==> src/rtl/mul_div_unit.sv <==
// Multi-cycle signed/unsigned multiply and restoring divide for the HI/LO path.
// One result bit per cycle; start/busy/done handshake for control-unit stalls.
module mul_div_unit #(
    parameter int unsigned WIDTH = 32
) (
    input  logic             Clock,
    input  logic             clear_n,
    input  logic             start,
    input  logic [1:0]       op,
    input  logic [WIDTH-1:0] a,
    input  logic [WIDTH-1:0] b,
    output logic             busy,
    output logic             done,
    output logic [WIDTH-1:0] hi,
    output logic [WIDTH-1:0] lo,
    output logic             dz
);

    localparam int unsigned CW = $clog2(WIDTH);

    localparam logic [2:0] S_IDLE = 3'd0;
    localparam logic [2:0] S_PREP = 3'd1;
    localparam logic [2:0] S_CALC = 3'd2;
    localparam logic [2:0] S_FIX  = 3'd3;
    localparam logic [2:0] S_DONE = 3'd4;

    logic [2:0]         r_state;
    logic [1:0]         r_op;
    logic [WIDTH-1:0]   r_a;
    logic [WIDTH-1:0]   r_b;
    logic [WIDTH-1:0]   r_dvsr;
    logic [2*WIDTH-1:0] r_acc;
    logic [CW-1:0]      r_cnt;
    logic [WIDTH-1:0]   r_hi;
    logic [WIDTH-1:0]   r_lo;
    logic               r_dz;

    logic               w_signed;
    logic               w_is_div;
    logic               w_neg_a;
    logic               w_neg_b;
    logic               w_neg_res;
    logic [WIDTH-1:0]   w_abs_a;
    logic [WIDTH-1:0]   w_abs_b;
    logic [WIDTH:0]     w_sum;
    logic [2*WIDTH-1:0] w_mul_next;
    logic [WIDTH:0]     w_rem_sh;
    logic [WIDTH:0]     w_diff;
    logic               w_ge;
    logic [2*WIDTH-1:0] w_div_next;
    logic [2*WIDTH-1:0] w_prod_fix;
    logic [WIDTH-1:0]   w_quo_fix;
    logic [WIDTH-1:0]   w_rem_fix;
    logic               w_dz;

    assign w_signed  = ~r_op[0];
    assign w_is_div  = r_op[1];
    assign w_neg_a   = w_signed & r_a[WIDTH-1];
    assign w_neg_b   = w_signed & r_b[WIDTH-1];
    assign w_neg_res = w_neg_a ^ w_neg_b;

    // Negating MIN wraps back to 2^(WIDTH-1), which is the correct unsigned magnitude.
    assign w_abs_a = w_neg_a ? -r_a : r_a;
    assign w_abs_b = w_neg_b ? -r_b : r_b;

    // Multiply: acc = {partial product, remaining multiplier bits}, shifted right each step.
    assign w_sum      = {1'b0, r_acc[2*WIDTH-1:WIDTH]} + {1'b0, (r_acc[0] ? r_dvsr : '0)};
    assign w_mul_next = {w_sum, r_acc[WIDTH-1:1]};

    // Divide: acc = {remainder, dividend bits shifting out / quotient bits shifting in}.
    assign w_rem_sh   = {r_acc[2*WIDTH-1:WIDTH], r_acc[WIDTH-1]};
    assign w_diff     = w_rem_sh - {1'b0, r_dvsr};
    assign w_ge       = (w_rem_sh >= {1'b0, r_dvsr});
    assign w_div_next = {(w_ge ? w_diff[WIDTH-1:0] : w_rem_sh[WIDTH-1:0]),
                         r_acc[WIDTH-2:0], w_ge};

    assign w_prod_fix = w_neg_res ? -r_acc : r_acc;
    assign w_quo_fix  = w_neg_res ? -r_acc[WIDTH-1:0] : r_acc[WIDTH-1:0];
    assign w_rem_fix  = w_neg_a ? -r_acc[2*WIDTH-1:WIDTH] : r_acc[2*WIDTH-1:WIDTH];
    assign w_dz       = w_is_div & (r_b == '0);

    always_ff @(posedge Clock) begin
        if (!clear_n) begin
            r_state <= S_IDLE;
            r_op    <= '0;
            r_a     <= '0;
            r_b     <= '0;
            r_dvsr  <= '0;
            r_acc   <= '0;
            r_cnt   <= '0;
            r_hi    <= '0;
            r_lo    <= '0;
            r_dz    <= 1'b0;
        end else begin
            case (r_state)
                S_IDLE, S_DONE: begin
                    if (start) begin
                        r_op    <= op;
                        r_a     <= a;
                        r_b     <= b;
                        r_state <= S_PREP;
                    end else begin
                        r_state <= S_IDLE;
                    end
                end
                S_PREP: begin
                    r_dvsr  <= w_is_div ? w_abs_b : w_abs_a;
                    r_acc   <= {{WIDTH{1'b0}}, (w_is_div ? w_abs_a : w_abs_b)};
                    r_cnt   <= CW'(WIDTH - 1);
                    r_state <= S_CALC;
                end
                S_CALC: begin
                    r_acc <= w_is_div ? w_div_next : w_mul_next;
                    r_cnt <= r_cnt - CW'(1);
                    if (r_cnt == '0) begin
                        r_state <= S_FIX;
                    end
                end
                S_FIX: begin
                    if (w_dz) begin
                        r_hi <= r_a;
                        r_lo <= '1;
                    end else if (w_is_div) begin
                        r_hi <= w_rem_fix;
                        r_lo <= w_quo_fix;
                    end else begin
                        r_hi <= w_prod_fix[2*WIDTH-1:WIDTH];
                        r_lo <= w_prod_fix[WIDTH-1:0];
                    end
                    r_dz    <= w_dz;
                    r_state <= S_DONE;
                end
                default: r_state <= S_IDLE;
            endcase
        end
    end

    assign busy = (r_state == S_PREP) | (r_state == S_CALC) | (r_state == S_FIX);
    assign done = (r_state == S_DONE);
    assign hi   = r_hi;
    assign lo   = r_lo;
    assign dz   = r_dz;

endmodule
==> config.mk <==
export PLATFORM = sky130hd
export DESIGN_NAME = mul_div_unit
export DESIGN_NICKNAME = d
export VERILOG_FILES = /design/src/rtl/mul_div_unit.sv
export SDC_FILE = /design/constraint.sdc
export NUM_CORES = 1
export LEC_CHECK = 0
export ABC_CLOCK_PERIOD_IN_PS = 3900
export CELL_PAD_IN_SITES_DETAIL_PLACEMENT = 1
export CELL_PAD_IN_SITES_GLOBAL_PLACEMENT = 1
export CORE_ASPECT_RATIO = 0.5
export CORE_MARGIN = 5
export CORE_UTILIZATION = 39
export DETAILED_ROUTE_END_ITERATION = 10
export GPL_ROUTABILITY_DRIVEN = 1
export GPL_TIMING_DRIVEN = 0
export HOLD_SLACK_MARGIN = 0.12
export PLACE_DENSITY_LB_ADDON = 0.15
export SETUP_SLACK_MARGIN = 0.05
export SLEW_MARGIN = 10
export SYNTH_ARGS = -nofsm -noshare
export SYNTH_HDL_FRONTEND = slang
export SYNTH_SLANG_ARGS = --single-unit
==> constraint.sdc <==
create_clock -name Clock -period 3.9 [get_ports Clock]
set_clock_uncertainty 0.05 [all_clocks]
set_input_delay 0.78 -clock Clock [delete_from_list [all_inputs] [get_ports Clock]]
set_output_delay 0.78 -clock Clock [all_outputs]
set_load 0.03 [all_outputs]
# [Yosys cells after proc, flatten, opt, wreduce, memory -nomap -nowiden]
# Index checks and enable logic that the tools add are counted.
[word_totals] in_bits=69 elab_cells=56 register_bits=235 output_inout_bits=67
[op_classes] bitwise_logic=7 reduce_logical=6 magnitude_cmp=1 mux=19 n_eq_ne=5 n_addsub=8
[ops] cell="32-bit 2-to-1 mux" n=12
[ops] cell="64-bit 2-to-1 mux" n=2
[ops] cell="32-bit negator" n=4
[ops] cell="64-bit case mux with 2 select lines" n=1
[ops] cell="64-bit negator" n=1
[ops] cell="32-bit by 32-bit adder with 33-bit output" n=1
[ops] cell="33-bit by 32-bit >= comparator with 1-bit output" n=1
[ops] cell="32-bit zero test" n=1
[ops] cell="32-bit subtractor" n=1
[ops] cell="3-bit case mux with 4 select lines" n=1
[ops] cell="5-bit case mux with 2 select lines" n=1
[ops] cell="3-bit by 2-bit == test with 1-bit output, second input constant" n=2
[ops] cell="5-bit zero test" n=1
[ops] cell="5-bit by 1-bit subtractor with 5-bit output, second input constant" n=1
[ops] cell="1-bit bitwise AND" n=3
[ops] cell="3-bit by 1-bit == test with 1-bit output, second input constant" n=1
[ops] cell="3-bit == test, second input constant" n=1
[ops] cell="3-bit zero test" n=1
[ops] cell="3-bit 2-to-1 mux" n=1
[ops] cell="2-bit inequality test, second input constant" n=1
[ops] cell="1-bit OR" n=2
[ops] cell="2-bit AND reduction" n=1
[ops] cell="2-bit nonzero test" n=1
[ops] cell="2-bit OR reduction" n=1
[ops] cell="3 further kinds" n=3

# [Longest topological paths before layout]
[depth] ltp_word=6 depth_mapped=14 depth_no_buf=13

# [Least setup slack after synthesis]
# Ideal clock, no wire load.
[synth_timing] kind="reg2reg" startpoint="register r_acc[0]" endpoint="register r_acc[63]" setup_ns=0.101 period_less_slack_ns=3.156 path_stages_with_launch=14 n_path_buf=1 t_arrival_ns=3.005 setup_slack_ns=0.744 t_required_ns=3.749 path_cell_list="dfxtp_1 inv_1 clkbuf_1 nor2_1 ha_1 nand3_1 nor4_1 nor2_1 o31a_1 o31a_1 o21ai_1 nor3b_1 a2111oi_0 o41ai_1"
[synth_between] elab_chain_len=4
[synth_lines] item="start: declaration" line="32" source="logic [2*WIDTH-1:0] r_acc;"
[synth_lines] item="start signal: assignment" line="108" source="r_acc <= {{WIDTH{1'b0}}, (w_is_div ? w_abs_a : w_abs_b)};"
[synth_lines] item="start signal: assignment" line="113" source="r_acc <= w_is_div ? w_div_next : w_mul_next;"
[synth_lines] item="32-bit 2-to-1 mux" line="67" source="assign w_sum = {1'b0, r_acc[2*WIDTH-1:WIDTH]} + {1'b0, (r_acc[0] ? r_dvsr : '0)};"
[synth_lines] item="32-bit by 32-bit adder with 33-bit output" line="67"
[synth_lines] item="64-bit 2-to-1 mux" line="113"
[synth_lines] item="64-bit case mux with 2 select lines" line="95" source="case (r_state)"
# No other way between the ends.
# A chain may end at the register's enable or synchronous reset.

# [Worst setup path in the final report]
[layout_timing] startpoint="register r_op[1]" endpoint="register r_acc[42]"
[layout_between] elab_chain_len=2
[layout_lines] item="start: declaration" line="28" source="logic [1:0] r_op;"
[layout_lines] item="start signal: assignment" line="98" source="r_op <= op;"
[layout_lines] item="64-bit 2-to-1 mux" line="113"
[layout_lines] item="64-bit case mux with 2 select lines" line="95"
# No other way between the ends.

==> flow_summary.yaml <==
route:
  first_pass_iters: 7
  routed_wl_um: 74690
  drt_iter0_markers: 1560
  ant_nets: 0
  wire_per_inst_um: 25.10
  vias: 17870
  drc_errors: 0
  via_per_inst: 6.004
die:
  core_area_sq_um: 41780
  dieArea_sq_um: 46560
  num_rows: 53
  dieHeight_um: 155.1
  die_w_um: 300.2
  start_util_pct: 39.31
  top_level_ports: 136
critical_path:
  startpoint_type: "flop"
  crit_type: "flop to flop"
  worstPathArrival_ns: 4.26
  worst_path_max_delay_cell: "clkdlybuf4s15_1"
  cpMostUsedCell: "clkdlybuf4s15_1"
  critical_path_buf_inv_count: 4
  cp.required_ns: 4.32
  path_cells: "buf_1 > clkbuf_2 > clkdlybuf4s15_1 > clkdlybuf4s15_1 > o21ai_0 > o21a_1"
  cp_max_fo: 10
  end_kind: "flop"
  path_delay_family: "buffers and inverters"
  slowest_delay_ns: 0.81
final_layout:
  final_cell_area_sq_um: 19380
  final_nets: 2548
  n_fill_cell: 5291
  fin_cells: 2976
  drive_gt1_share_pct: 5.196
  area_delta_synth_final_pct: 18.04
  fin_util_pct: 46.40
cts:
  cts_sinks: 235
  cts_hold_buf: 0
  cts_root_buf: "clkbuf_16"
  cts_tree: "yes"
  path_clk_slew_ns: 0.07
  cts_buffers: 25
  ctsLongestPathBuffers: 3
  cts_max_level: 1
  worstSkewPairLatency_ns: 0.57
yosys:
  synth_area_sq_um: 16420
  ys_seq_area_share_pct: 28.65
  yosysMostFrequentCell: "nand2_1"
  netlist_instances: 2242
  synth_flop_cell: "dfxtp_1"
  synth-async-reset-ratio_pct: 0
  postSynthAreaPerCell_sq_um: 7.325
  yosysWarnings: 0
  synth_top_area_share_pct: 28.65
  synth_nets: 2383
  ys_ff_latch: 235
  synth-edff-count: 0
  synth.distinct_cells: 85
  ys_top_cells_by_count: "nand2_1, a21oi_1, dfxtp_1, nor2_1, clkbuf_1"
  synth_area_leader_cell: "dfxtp_1"
  synth_area_leaders: "dfxtp_1, a21oi_1, nand2_1, ha_1, nor2_1"
pwr:
  ir_worst_vdd_mv: 0.3238
  p_leak_nw: 7.404
  powerDensity_nw_per_um2: 470.1
  power_mw: 9.113
place:
  io_buffers: 135
  gp_congestion: 0.9791
  place_area_sq_um: 18480
  place_inst: 2928
  hpwl_um: 58940
sta:
  hold_viol: 0
  hold_ws_ns: 0.4140
  period_share_pct: 98.64
  drv_slew: 0
  slew_headroom_pct: 25.29
  tightest_slew_ns: 1.118
  setup_viol: 0
  rsz0062_at_grt: "true"
  period_needed_ns: 3.847
  fmax_mhz: 259.9
global_route:
  grt_pass1_vias: 17670
  grt_pass1_wl_um: 110900
  grt_use_total_pct: 30.94
  grt_max_degree: 15
  overflow: 0
  antenna_found_initial: 1
run:
  maxCapViolations: 0
min_path:
  hp-class: "flop to flop"
status:
  status: "completed"
[metal layers]
layer | vias up | track usage, % | routed length, um
met5 | - | 0 | 0
met4 | 0 | 6.805 | 1795
met3 | 107 | 5.801 | 6558
met2 | 653 | 48.30 | 31890
met1 | 8782 | 44.60 | 34450
li1 | 8326 | - | -
[layout by cell type, fill, tap and decap left out, types with 9 or more instances in the layout]
cell	instances
a31oi_1	46
o21bai_1	9
nor2_1	233
buf_1	9
a21oi_1	268
dfxtp_1	234
nor4_1	17
ha_1	69
clkbuf_16	25
or3_1	11
xor2_1	75
nand2b_1	12
or4_1	16
inv_1	68
o211ai_1	28
o31ai_1	22
clkdlybuf4s50_1	135
o21ai_1	37
a211oi_1	36
nor2b_1	13
and2_1	17
a222oi_1	24
clkbuf_1	138
nor3_1	45
a22oi_1	10
mux2i_1	17
nand3_1	39
nand2_1	299
mux2_2	23
a21o_1	33
o21ai_0	130
xnor2_1	99
[cells by family after synthesis]
| logic type | after synthesis | share of synthesized area [%] |
|---|---|---|
| AO/OA/AOI/OAI | 722 | 27.12 |
| XOR/XNOR | 174 | 9.280 |
| adder cells (fa/ha/maj) | 72 | 5.577 |
| buffers and inverters | 237 | 5.577 |
| flip-flops | 235 | 28.65 |
| multiplexers | 41 | 2.682 |
| AND/OR/NAND/NOR | 761 | 21.12 |
[cell type report]
class / instances / area, sq um / area share [%]
antenna: 1 / 2.502 / 0.01291
buffer: 166 / 683.2 / 3.524
clock buffer: 32 / 701.9 / 3.621
clock inverter: 13 / 93.84 / 0.4841
inverter: 71 / 270.3 / 1.394
multi-input combinational: 1770 / 10860 / 56.02
sequential: 235 / 4708 / 24.29
tap: 550 / 688.2 / 3.550
timing repair buffer: 138 / 1378 / 7.106
[metrics by stage]
stage	setup WS [ns]	TNS, ns
floorplan	0.7439	0
global placement	-0.8738	-11.22
detailed placement	-0.8537	-10.54
CTS	0.05285	0
global route	-0.06460	-0.06460
finish	0.05298	0
[path summary, 6_finish.rpt]
| check | slack, ns | endpoint | start | cells past startpoint |
|---|---|---|---|---|
| worst min register to register | 0.41 | r_dvsr[2]$_SDFFE_PN0P_ | r_dvsr[2]$_SDFFE_PN0P_ | 2 |
| worst max register to register | 0.05 | r_acc[42]$_SDFFE_PN0P_ | r_op[1]$_SDFFE_PN0P_ | 6 |
| worst max-delay path | 0.05 | r_acc[42]$_SDFFE_PN0P_ | r_op[1]$_SDFFE_PN0P_ | 6 |
| worst min-delay path | 0.41 | r_dvsr[2]$_SDFFE_PN0P_ | r_dvsr[2]$_SDFFE_PN0P_ | 2 |
[worst register-to-register path, delay by kind of cell, from the launching register on]
| family | cells | cell delay (ns) |
|---|---|---|
| compound gates | 2 | 0.59 |
| buf+inv | 4 | 2.62 |
| flops | 1 | 0.49 |
[flip-flops by register name (all words and copies together) (netlist names)]
register,cells
r_acc,64
hi,32
lo,32
r_a,32
r_b,32
r_dvsr,32
r_cnt,5
r_state,3
r_op,2
dz,1
[power by group]
part | switching [mW] | internal (mW)
Clock | 1.15 | 1.29
Sequential | 0.227 | 2.55
Combinational | 2.55 | 1.34
[repair_timing]
item,in CTS,in global routing
buffers inserted,1,1
pin swaps,0,3
setup endpoints to repair,32,47
resized for setup,15,22
(Power assumes the default switching activity.)
